--- src/rtl/mio_pkg.sv ---
// Shared definitions for the mio / mio_rx / iob MMIO path: RX FSM states,
// port selects and port-0 status bit positions.
package mio_pkg;

  typedef enum logic [1:0] {
    RX_IDLE  = 2'd0,
    RX_START = 2'd1,
    RX_DATA  = 2'd2,
    RX_STOP  = 2'd3
  } rx_state_e;

  localparam logic MIO_PORT_UART = 1'b0;
  localparam logic MIO_PORT_GPIO = 1'b1;

  localparam int RX_VALID_BIT = 8;
  localparam int RX_OVR_BIT   = 9;
  localparam int RX_FERR_BIT  = 10;

endpackage

--- src/rtl/mio_rx_fifo.sv ---
// Synchronous FIFO, head visible combinationally; push while full is accepted
// only when a pop frees a slot in the same cycle. Pop on empty is ignored.
module mio_rx_fifo #(
  parameter int DEPTH = 8,
  parameter int WIDTH = 8
) (
  input  logic             clk,
  input  logic             rst_n,
  input  logic             push_i,
  input  logic             pop_i,
  input  logic [WIDTH-1:0] dat_i,
  output logic             full_o,
  output logic             empty_o,
  output logic [WIDTH-1:0] head_o
);
  localparam int AW = $clog2(DEPTH);

  logic [WIDTH-1:0] mem_q [DEPTH];
  logic [AW-1:0]    wr_ptr_q, rd_ptr_q;
  logic [AW:0]      cnt_q;
  logic             do_push, do_pop;

  assign empty_o = (cnt_q == '0);
  assign full_o  = (cnt_q == (AW+1)'(DEPTH));
  assign head_o  = mem_q[rd_ptr_q];
  assign do_pop  = pop_i && !empty_o;
  assign do_push = push_i && (!full_o || do_pop);

  always_ff @(posedge clk) begin
    if (do_push) mem_q[wr_ptr_q] <= dat_i;
  end

  always_ff @(posedge clk) begin
    if (!rst_n) begin
      wr_ptr_q <= '0;
      rd_ptr_q <= '0;
      cnt_q    <= '0;
    end else begin
      if (do_push) wr_ptr_q <= wr_ptr_q + 1'b1;
      if (do_pop)  rd_ptr_q <= rd_ptr_q + 1'b1;
      case ({do_push, do_pop})
        2'b10:   cnt_q <= cnt_q + 1'b1;
        2'b01:   cnt_q <= cnt_q - 1'b1;
        default: cnt_q <= cnt_q;
      endcase
    end
  end

endmodule

--- src/rtl/mio_rx.sv ---
// 8N1 UART receiver + GPIO sampler read by iob over val/done; done and rdata
// arrive one cycle after val, and the pop / flag clear happen in the done cycle.
module mio_rx
  import mio_pkg::*;
#(
  parameter int CLK_DIV    = 434,
  parameter int FIFO_DEPTH = 8,
  parameter int GPIO_W     = 4
) (
  input  logic              clk,
  input  logic              rst_n,
  input  logic              uart_rxd,
  input  logic [GPIO_W-1:0] gpio_in,
  input  logic              iob__mii_val,
  input  logic              iob__mii_port,
  output logic              mii__iob_done,
  output logic [31:0]       mii__iob_rdata
);
  localparam int TW = $clog2(CLK_DIV);
  localparam logic [TW-1:0] T_HALF = TW'(CLK_DIV / 2 - 1);
  localparam logic [TW-1:0] T_FULL = TW'(CLK_DIV - 1);

  logic              rxd_s1_q, rxd_q;
  logic [GPIO_W-1:0] gpio_s1_q, gpio_q;
  rx_state_e         state_q;
  logic [TW-1:0]     timer_q;
  logic [2:0]        idx_q;
  logic [7:0]        shift_q;
  logic              ovr_q, ferr_q, ovr_d, ferr_d;
  logic              done_q, pop_pend_q, clr_ovr_q, clr_ferr_q;
  logic [31:0]       rdata_q, rdata_d;
  logic              fifo_full, fifo_empty;
  logic [7:0]        fifo_head;
  logic              stop_hit, push, ovr_set, ferr_set, rd_accept, rd_uart;

  assign stop_hit  = (state_q == RX_STOP) && (timer_q == '0);
  assign push      = stop_hit && rxd_q;
  assign ferr_set  = stop_hit && !rxd_q;
  assign ovr_set   = push && fifo_full && !pop_pend_q;
  assign rd_accept = iob__mii_val && !done_q;
  assign rd_uart   = rd_accept && (iob__mii_port == MIO_PORT_UART);

  // Only flags that were reported are cleared; a flag raised meanwhile survives.
  assign ovr_d  = (ovr_q && !clr_ovr_q) || ovr_set;
  assign ferr_d = (ferr_q && !clr_ferr_q) || ferr_set;

  always_comb begin
    rdata_d = '0;
    if (iob__mii_port == MIO_PORT_GPIO) begin
      rdata_d[GPIO_W-1:0] = gpio_q;
    end else begin
      rdata_d[7:0]          = fifo_empty ? 8'h00 : fifo_head;
      rdata_d[RX_VALID_BIT] = !fifo_empty;
      rdata_d[RX_OVR_BIT]   = ovr_q;
      rdata_d[RX_FERR_BIT]  = ferr_q;
    end
  end

  mio_rx_fifo #(.DEPTH(FIFO_DEPTH), .WIDTH(8)) u_fifo (
    .clk     (clk),
    .rst_n   (rst_n),
    .push_i  (push),
    .pop_i   (pop_pend_q),
    .dat_i   (shift_q),
    .full_o  (fifo_full),
    .empty_o (fifo_empty),
    .head_o  (fifo_head)
  );

  always_ff @(posedge clk) begin
    if (!rst_n) begin
      rxd_s1_q  <= 1'b1;
      rxd_q     <= 1'b1;
      gpio_s1_q <= '0;
      gpio_q    <= '0;
    end else begin
      rxd_s1_q  <= uart_rxd;
      rxd_q     <= rxd_s1_q;
      gpio_s1_q <= gpio_in;
      gpio_q    <= gpio_s1_q;
    end
  end

  always_ff @(posedge clk) begin
    if (!rst_n) begin
      state_q <= RX_IDLE;
      timer_q <= '0;
      idx_q   <= '0;
      shift_q <= '0;
    end else begin
      case (state_q)
        RX_IDLE: begin
          if (!rxd_q) begin
            timer_q <= T_HALF;
            state_q <= RX_START;
          end
        end
        RX_START: begin
          if (timer_q != '0) begin
            timer_q <= timer_q - 1'b1;
          end else if (!rxd_q) begin
            timer_q <= T_FULL;
            idx_q   <= '0;
            state_q <= RX_DATA;
          end else begin
            state_q <= RX_IDLE;
          end
        end
        RX_DATA: begin
          if (timer_q != '0) begin
            timer_q <= timer_q - 1'b1;
          end else begin
            shift_q <= {rxd_q, shift_q[7:1]};
            timer_q <= T_FULL;
            idx_q   <= idx_q + 1'b1;
            if (idx_q == 3'd7) state_q <= RX_STOP;
          end
        end
        RX_STOP: begin
          if (timer_q != '0) timer_q <= timer_q - 1'b1;
          else               state_q <= RX_IDLE;
        end
        default: state_q <= RX_IDLE;
      endcase
    end
  end

  always_ff @(posedge clk) begin
    if (!rst_n) begin
      done_q     <= 1'b0;
      rdata_q    <= '0;
      pop_pend_q <= 1'b0;
      clr_ovr_q  <= 1'b0;
      clr_ferr_q <= 1'b0;
      ovr_q      <= 1'b0;
      ferr_q     <= 1'b0;
    end else begin
      done_q     <= rd_accept;
      rdata_q    <= rd_accept ? rdata_d : '0;
      pop_pend_q <= rd_uart && !fifo_empty;
      clr_ovr_q  <= rd_uart && ovr_q;
      clr_ferr_q <= rd_uart && ferr_q;
      ovr_q      <= ovr_d;
      ferr_q     <= ferr_d;
    end
  end

  assign mii__iob_done  = done_q;
  assign mii__iob_rdata = rdata_q;

endmodule

--- config.mk ---
export PLATFORM = sky130hd
export DESIGN_NAME = mio_rx
export DESIGN_NICKNAME = d
export VERILOG_FILES = /design/src/rtl/mio_pkg.sv /design/src/rtl/mio_rx_fifo.sv /design/src/rtl/mio_rx.sv
export SDC_FILE = /design/constraint.sdc
export NUM_CORES = 1
export LEC_CHECK = 0
export ABC_AREA = 0
export CAP_MARGIN = 20
export CORE_AREA = 2 2 159 83
export CTS_CLUSTER_DIAMETER = 30
export DETAILED_ROUTE_END_ITERATION = 8
export DIE_AREA = 0 0 161 85
export SYNTH_ARGS = -nofsm -noshare
export SYNTH_HDL_FRONTEND = slang
export SYNTH_HIERARCHICAL = 1
export SYNTH_SLANG_ARGS = --single-unit
--- constraint.sdc ---
create_clock -name clk -period 4.85 [get_ports clk]
set_clock_uncertainty 0.05 [all_clocks]
set_input_delay 0.485 -clock clk [delete_from_list [all_inputs] [get_ports clk]]
set_output_delay 0.485 -clock clk [all_outputs]
set_load 0.05 [all_outputs]
==> metrics.txt, run 1 <==
Starting DRT DRC Count 301; ant diodes 0; Max Transition Viols Final 0; ys async rst share 0%; row cnt 29; clk slew on worst S/H paths 0.06 ns; Seq. cell area 3163 sq um; Critical Path Most Common Cell inv_1; DP HPWL ~7500 microns; routed vias/inst 5.406; initial antenna violation count 0; Post-Syn Area 5420 sq um; worst slew pin tran 1.014 ns; total die area 13690 sq um; min Tclk post-route 3.604 ns; cts hold-fix bufs 0; All-Layer GR Usage 17.43%; core area 12340 sq um; Crit Path Class register to register; synthesis-to-layout area growth 15.84%; drc violations 0; final setup vio count 0; Main synth FF type edfxtp_1; post-route ant nets 0; crit path launch timer_q[0]$_SDFFE_PN0P_; ratio of cells with drive above 1 in the final layout 13.82%; Avg Inst Size Synth ~13 sq um; largest vdd supply drop 0.2373 mV; R2R cell count 13; Final WS setup 1.246 ns; critical path arrival 3.85 ns; H-tree lvl count 4; Max Cap Violations 0; dpl ws 1.288 ns; post-synth cell types 66; RSZ-0062 raised after global routing no; Power Dens Cells 425.1 nW/um^2; max frequency 277.5 MHz; Worst Path Required 5.10 ns; CP max-delay cell or4b_4; reg2reg start timer_q[0]$_SDFFE_PN0P_; register bit total from synthesis 126; slew margin rel. between 30% and 40%; multi-input logic area around 2000 sq um; Worst Hold Depth 1; Die Y around 85 microns; sequential-to-total area share from yosys stat 58.36%; hold endpoint rxd_q$_SDFF_PN1_; outcome completed; global route overflow 0; Post-synth EDFFs 64; I/O pins 42; final hold violation count 0; FF-to-FF End u_fifo/cnt_q[3]$_SDFFE_PN0P_; reg2reg setup slack 1.25 ns; Num CTS Buffers 17; first-pass GRT wire length 17530 microns; Initial Util a little over two fifths; Post-Route WL around 11000 microns; Hold Crit Start rxd_s1_q$_SDFF_PN1_; Crit. End Element register; Syn Inst Count 414; TritonRoute pass-1 iters 5; Clock Sinks 126; setup TNS 0 ns; CP cell instances inv_1 -> ha_1 -> or4b_4 -> nor3_1 -> and3_1 -> inv_1 -> nand2b_1 -> inv_1 -> ha_1 -> nand3_1 -> a211o_1 -> a32o_1 -> o21a_1; Routability Congestion 0.7994; Worst Path Max Fanout 7; # nets final 465; Post-CTS Resized 0; Post-CTS Setup Repair Bufs 0; HP Class register to register; largest net degree at the start of global routing 25; Final Power 2.669 mW; DR vias 3384; Clk Latency, worst-skew pair approximately 0.41 ns; Final period util 74.31%; clock root cell clkbuf_16; Warnings, synthesis 6; Crit path largest cell delay 0.53 ns; CTS tree yes; WL per Instance 17.92 microns; P_leak between 2 and 2.5 nW; crit path launch type register; die extent in x 161 microns; number of global-route vias before repair 3187; PortBufs 20; CTS max path bufs 2; filler instances approximately 1100
==> how the worst max path moves through the flow <==
| stage | to | slack, ns | depth (start not counted) |
|---|---|---|---|
| 3_5_place_dp | u_fifo/cnt_q[3]$_SDFFE_PN0P_ | 1.29 | 13 |
| 2_1_floorplan | u_fifo/cnt_q[3]$_SDFFE_PN0P_ | 1.41 | 15 |
| 6_report | u_fifo/cnt_q[3]$_SDFFE_PN0P_ | 1.25 | 13 |
| 5_1_grt | u_fifo/cnt_q[3]$_SDFFE_PN0P_ | 1.03 | 13 |
| 3_3_place_gp | u_fifo/cnt_q[3]$_SDFFE_PN0P_ | 1.38 | 13 |
| 4_1_cts | u_fifo/cnt_q[3]$_SDFFE_PN0P_ | 1.27 | 13 |
==> stage by stage <==
| stage | std cells | area [sq um] | hold slack, ns | util [%] |
|---|---|---|---|---|
| floorplan | 434 | 5495 | 0.3363 | - |
| global placement | 594 | 5703 | 0.3449 | 46.23 |
| detailed placement | 594 | 5703 | 0.3438 | 46.23 |
| CTS | 626 | 6279 | 0.3604 | 50.89 |
| global route | 626 | 6279 | 0.4038 | 50.89 |
| finish | 626 | 6279 | 0.3616 | 50.89 |
==> per-layer routing <==
layer / track usage, % / vias up / part of all wire (%)
li1: - / 1568 / -
met1: 25.68 / 1692 / 51
met2: 24.78 / 111 / 42
met3: 4.252 / 13 / 5.9
met4: 6.981 / 0 / 1.2
met5: 0 / - / 0
==> Yosys cell counts (all sizes together), types with 2 or more instances <==
cell type	number	share of area [%]
a22o	4	0.65
nand2	14	0.97
nor3	10	0.92
o221a	2	0.42
nor2	23	1.6
or3	2	0.23
buf	28	4.2
o21ai	9	1.1
ha	12	2.8
nand3	14	1.4
a31oi	5	0.58
edfxtp	64	35
nor3b	2	0.28
or4b	2	0.44
nor4b	2	0.44
mux2i	4	0.74
or4	2	0.28
and2	20	2.3
mux4	16	7.3
nand2b	14	1.6
o21bai	2	0.28
a21oi	23	2.1
a211o	3	0.48
o211ai	3	0.51
xor2	3	0.48
dfxtp	62	23
o311a	3	0.55
a211oi	3	0.65
nand4	4	0.46
nor4	4	0.58
o41ai	2	0.67
mux2	8	1.7
clkbuf	10	0.74
inv	15	1.0
xnor2	5	0.81
==> worst max-delay path, delay by kind of cell (launching register included) <==
family                   cells  cell delay, ns
flip-flops                   1            0.36
adder cells (fa/ha/maj)      2            0.54
AND/OR/NAND/NOR              5            1.51
AO/OA/AOI/OAI                3            0.72
buffers and inverters        3            0.31
==> power by group <==
part | internal, mW | leakage, nW | switching, mW
Sequential | 1.13 | 1.10 | 0.0303
Combinational | 0.0875 | 0.847 | 0.187
Clock | 0.782 | 0.285 | 0.453
==> flip-flops by register name (all words and copies together) (netlist names), 3 cells and up, named ones only <==
register	cells
u_fifo/mem_q	64
mii__iob_rdata	11
timer_q	9
shift_q	8
gpio_q	4
gpio_s1_q	4
u_fifo/cnt_q	4
idx_q	3
u_fifo/rd_ptr_q	3
u_fifo/wr_ptr_q	3
==> area by class of cell <==
class,instances,share of cell area (%)
flip-flops and latches,126,50.38
multi-input cells,254,31.96
clock buffers,22,7.393
repair buffers,28,4.145
well taps,170,3.388
clock inverters,10,1.774
inverters,16,0.9566
==> cells in the final DEF (no fill, tap or decap), types with 4 or more instances in the layout <==
cell and count:
mux4_2 6, a31oi_1 5, o21ai_0 5, mux2_2 8, conb_1 21, clkbuf_16 17, nand2_1 14, and2_1 20
clkinv_2 4, a21oi_1 23, nor3_1 10, edfxtp_1 64, clkdlybuf4s50_1 20, dfxtp_1 62, nor2_1 23, nand4_1 4
a22o_1 4, nand3_1 13, buf_4 8, nand2b_1 14, inv_1 15, xnor2_1 5, ha_1 12, mux2i_1 4
mux4_1 10
==> cell families (layout without fill, tap and decap cells) <==
logic type      count (synthesis)  in the layout  synth area share [%]
xor+xnor                        8              8                 1.293
buf+inv                        54             76                 6.002
compound gates                 68             68                 9.534
flops                         126            126                 58.36
other cells                     1             21               0.06919
mux                            28             28                 9.742
simple gates                  116            116                 11.86
fa+ha+maj                      13             13                 3.139
(Power assumes the default switching activity.)
==> inputs of run 2 (changes only) <==
--- a/config.mk
+++ b/config.mk
@@ -11,6 +11,7 @@
 export CTS_CLUSTER_DIAMETER = 30
 export DETAILED_ROUTE_END_ITERATION = 8
 export DIE_AREA = 0 0 161 85
+export PLACE_DENSITY = 0.66
 export SYNTH_ARGS = -nofsm -noshare
 export SYNTH_HDL_FRONTEND = slang
 export SYNTH_HIERARCHICAL = 1
==> constraint.sdc (replaced) <==
create_clock -name clk -period 3.1 [get_ports clk]
set_clock_uncertainty 0.05 [all_clocks]
set_input_delay 0.31 -clock clk [delete_from_list [all_inputs] [get_ports clk]]
set_output_delay 0.31 -clock clk [all_outputs]
set_load 0.05 [all_outputs]
==> metrics.txt, run 2 (synthesis results as in run 1) <==
crit path launch timer_q[1]$_SDFFE_PN0P_ (was timer_q[0]$_SDFFE_PN0P_); PortBufs 20 (unchanged); Seq. cell area 3164 sq um (was 3163 sq um); row cnt 29 (unchanged); DP HPWL 7044 microns (was 7497 microns); Comb power frac 11.1% (was 10.3%); Crit Path Class register to register (unchanged); Cell Count, Final, Fillers Out 636 (was 626); FF-to-FF End u_fifo/cnt_q[3]$_SDFFE_PN0P_ (unchanged); CTS max path bufs 2 (unchanged); Critical Path Sink u_fifo/cnt_q[3]$_SDFFE_PN0P_ (unchanged); worst slew pin tran 0.8218 ns (was 1.014 ns); CTS tree yes (unchanged); Final WS setup 0.1089 ns (was 1.246 ns); Worst Path Max Fanout 5 (was 7); Final Power 4.240 mW (was 2.669 mW); WL per Instance 16.62 microns (was 17.92 microns); initial antenna violation count 0 (unchanged); TritonRoute pass-1 iters 4 (was 5); Die Y 85 microns (unchanged); clk slew on worst S/H paths 0.06 ns (about the same); Starting DRT DRC Count 326 (was 301); sw frac 24.47% (was 25.12%); Final period util 96.49% (was 74.31%); internal power 3.203 mW (was 1.998 mW); number of global-route vias before repair 3121 (was 3187); max frequency 334.3 MHz (was 277.5 MHz); Critical Path Most Common Cell inv_2 (was inv_1); core area 12340 sq um (unchanged); global route overflow 0 (unchanged); Worst Path Required 3.35 ns (was 5.10 ns); Clk Latency, worst-skew pair 0.41 ns (about the same); Post-Route WL 10570 microns (was 11220 microns); cts hold-fix bufs 0 (unchanged); final setup vio count 0 (unchanged); H-tree lvl count 4 (unchanged); reg2reg setup slack 0.11 ns (was 1.25 ns); slew margin rel. 45.03% (was 32.31%); I/O pins 42 (unchanged); Clock Sinks 126 (unchanged); Crit. End Element register (unchanged); critical path arrival 3.24 ns (was 3.85 ns); R2R cell count 13 (unchanged); crit path launch type register (unchanged); Max Transition Viols Final 0 (unchanged); ratio of cells with drive above 1 in the final layout 17.60% (was 13.82%); max reg flops 64 (unchanged); clock root cell clkbuf_16 (unchanged); Worst Hold Slack 0.3668 ns (was 0.3616 ns); synthesis-to-layout area growth 18.40% (was 15.84%); routed vias/inst 5.237 (was 5.406); Power Dens Cells 660.7 nW/um^2 (was 425.1 nW/um^2); CP cell instances inv_1 -> ha_2 -> or4b_4 -> nor3_4 -> and3_4 -> inv_2 -> nand2b_4 -> inv_2 -> ha_4 -> nand3_2 -> a211o_1 -> a32o_1 -> o21a_1 (was inv_1 -> ha_1 -> or4b_4 -> nor3_1 -> and3_1 -> inv_1 -> nand2b_1 -> inv_1 -> ha_1 -> nand3_1 -> a211o_1 -> a32o_1 -> o21a_1); Flop pwr share 42.6% (was 43.4%); Routability Congestion 0.8430 (was 0.7994); first-pass GRT wire length 17130 microns (was 17530 microns); HP Class register to register (unchanged); total die area 13690 sq um (unchanged); drc violations 0 (unchanged); largest net degree at the start of global routing 25 (unchanged); DR vias 3331 (was 3384); NetSw 1.037 mW (was 0.6704 mW); Max Cap Violations 0 (unchanged); ant diodes 0 (unchanged); multi-input logic area 2054 sq um (was 2007 sq um); final hold violation count 0 (unchanged); min Tclk post-route 2.991 ns (was 3.604 ns); placed cell count 602 (was 594); most common cell after layout, fill and taps aside edfxtp_1 (unchanged); # nets final 475 (was 465); filler instances 1037 (was 1085); Crit path largest cell delay 0.50 ns (was 0.53 ns); reg2reg start timer_q[1]$_SDFFE_PN0P_ (was timer_q[0]$_SDFFE_PN0P_); All-Layer GR Usage 16.71% (was 17.43%); largest vdd supply drop 0.3206 mV (was 0.2373 mV); clock power share 46.3% (about the same); post-route ant nets 0 (unchanged); dpl ws 0.06607 ns (was 1.288 ns); Initial Util 43.94% (unchanged); largest register by flop count u_fifo/mem_q (unchanged); die extent in x 161 microns (unchanged); most frequent cells in the layout 64 x edfxtp_1, 61 x dfxtp_1, 23 x nor2_1, 22 x a21oi_1, 21 x conb_1 (was 64 x edfxtp_1, 62 x dfxtp_1, 23 x nor2_1, 23 x a21oi_1, 21 x conb_1); Num CTS Buffers 17 (unchanged); CP max-delay cell or4b_4 (unchanged); P_leak 2.282 nW (was 2.227 nW); outcome completed (unchanged)
## run 2: repair_timing
item,CTS,global route
buffers inserted,0,2
endpoints found under the setup margin,0,1
resized for setup,0,2
## run 2: through the flow
step           instance area [sq um]   TNS (ns)  utilization [%]
6_report                        6417          0            52.02
5_1_grt                         6417  -0.004275            52.02
4_1_cts                         6394          0            51.83
3_5_place_dp                    5803          0            47.04
3_3_place_gp                    5803          0            47.04
2_1_floorplan                   5550          0                -
## run 2: power by group through the flow
stage / logic, mW / clock network, mW / registers (mW)
after floorplan: 0.386 / 0 / 1.83
after global placement: 0.438 / 0 / 1.84
after detailed placement: 0.441 / 0 / 1.84
after CTS: 0.444 / 2.00 / 1.80
after global routing: 0.510 / 2.08 / 1.81
final: 0.470 / 1.96 / 1.81
## run 2: worst min path at each step
stage	startpoint	to	slack, ns	cells past startpoint
after floorplan	rxd_s1_q$_SDFF_PN1_	rxd_q$_SDFF_PN1_	0.34	1
after global placement	rxd_s1_q$_SDFF_PN1_	rxd_q$_SDFF_PN1_	0.35	1
after detailed placement	rxd_s1_q$_SDFF_PN1_	rxd_q$_SDFF_PN1_	0.35	1
after CTS	rxd_s1_q$_SDFF_PN1_	rxd_q$_SDFF_PN1_	0.37	1
after global routing	rxd_s1_q$_SDFF_PN1_	rxd_q$_SDFF_PN1_	0.38	1
final	rxd_s1_q$_SDFF_PN1_	rxd_q$_SDFF_PN1_	0.37	1
## run 2: layout make-up
class | instances | share of cell area [%]
multi-input cells | 254 | 32.01
inverters | 16 | 0.9359
flip-flops and latches | 126 | 49.31
repair buffers | 38 | 5.225
well taps | 170 | 3.314
clock buffers | 20 | 6.960
clock inverters | 12 | 2.242
## run 2: worst max-delay path: cells and delay by family (launching register included)
family | cells | cell delay (ns)
simple gates | 5 | 1.04
fa+ha+maj | 2 | 0.48
flops | 1 | 0.35
buf+inv | 3 | 0.20
compound gates | 3 | 0.75
## run 2: per-layer routing
metal	part of all wire [%]	GRT usage, %	wire length [microns]
met4	0.79	4.708	84
met2	42	23.41	4468
met5	0	0	0
met1	51	24.69	5428
met3	5.6	5.572	592
==> inputs of run 3 (changes only) <==
--- a/config.mk
+++ b/config.mk
@@ -6,7 +6,6 @@
 export NUM_CORES = 1
 export LEC_CHECK = 0
 export ABC_AREA = 0
-export CAP_MARGIN = 20
 export CORE_AREA = 2 2 159 83
 export CTS_CLUSTER_DIAMETER = 30
 export DETAILED_ROUTE_END_ITERATION = 8
==> results of run 3 <==
Same layout as run 2: the final DEF is identical, and so are final timing and power.
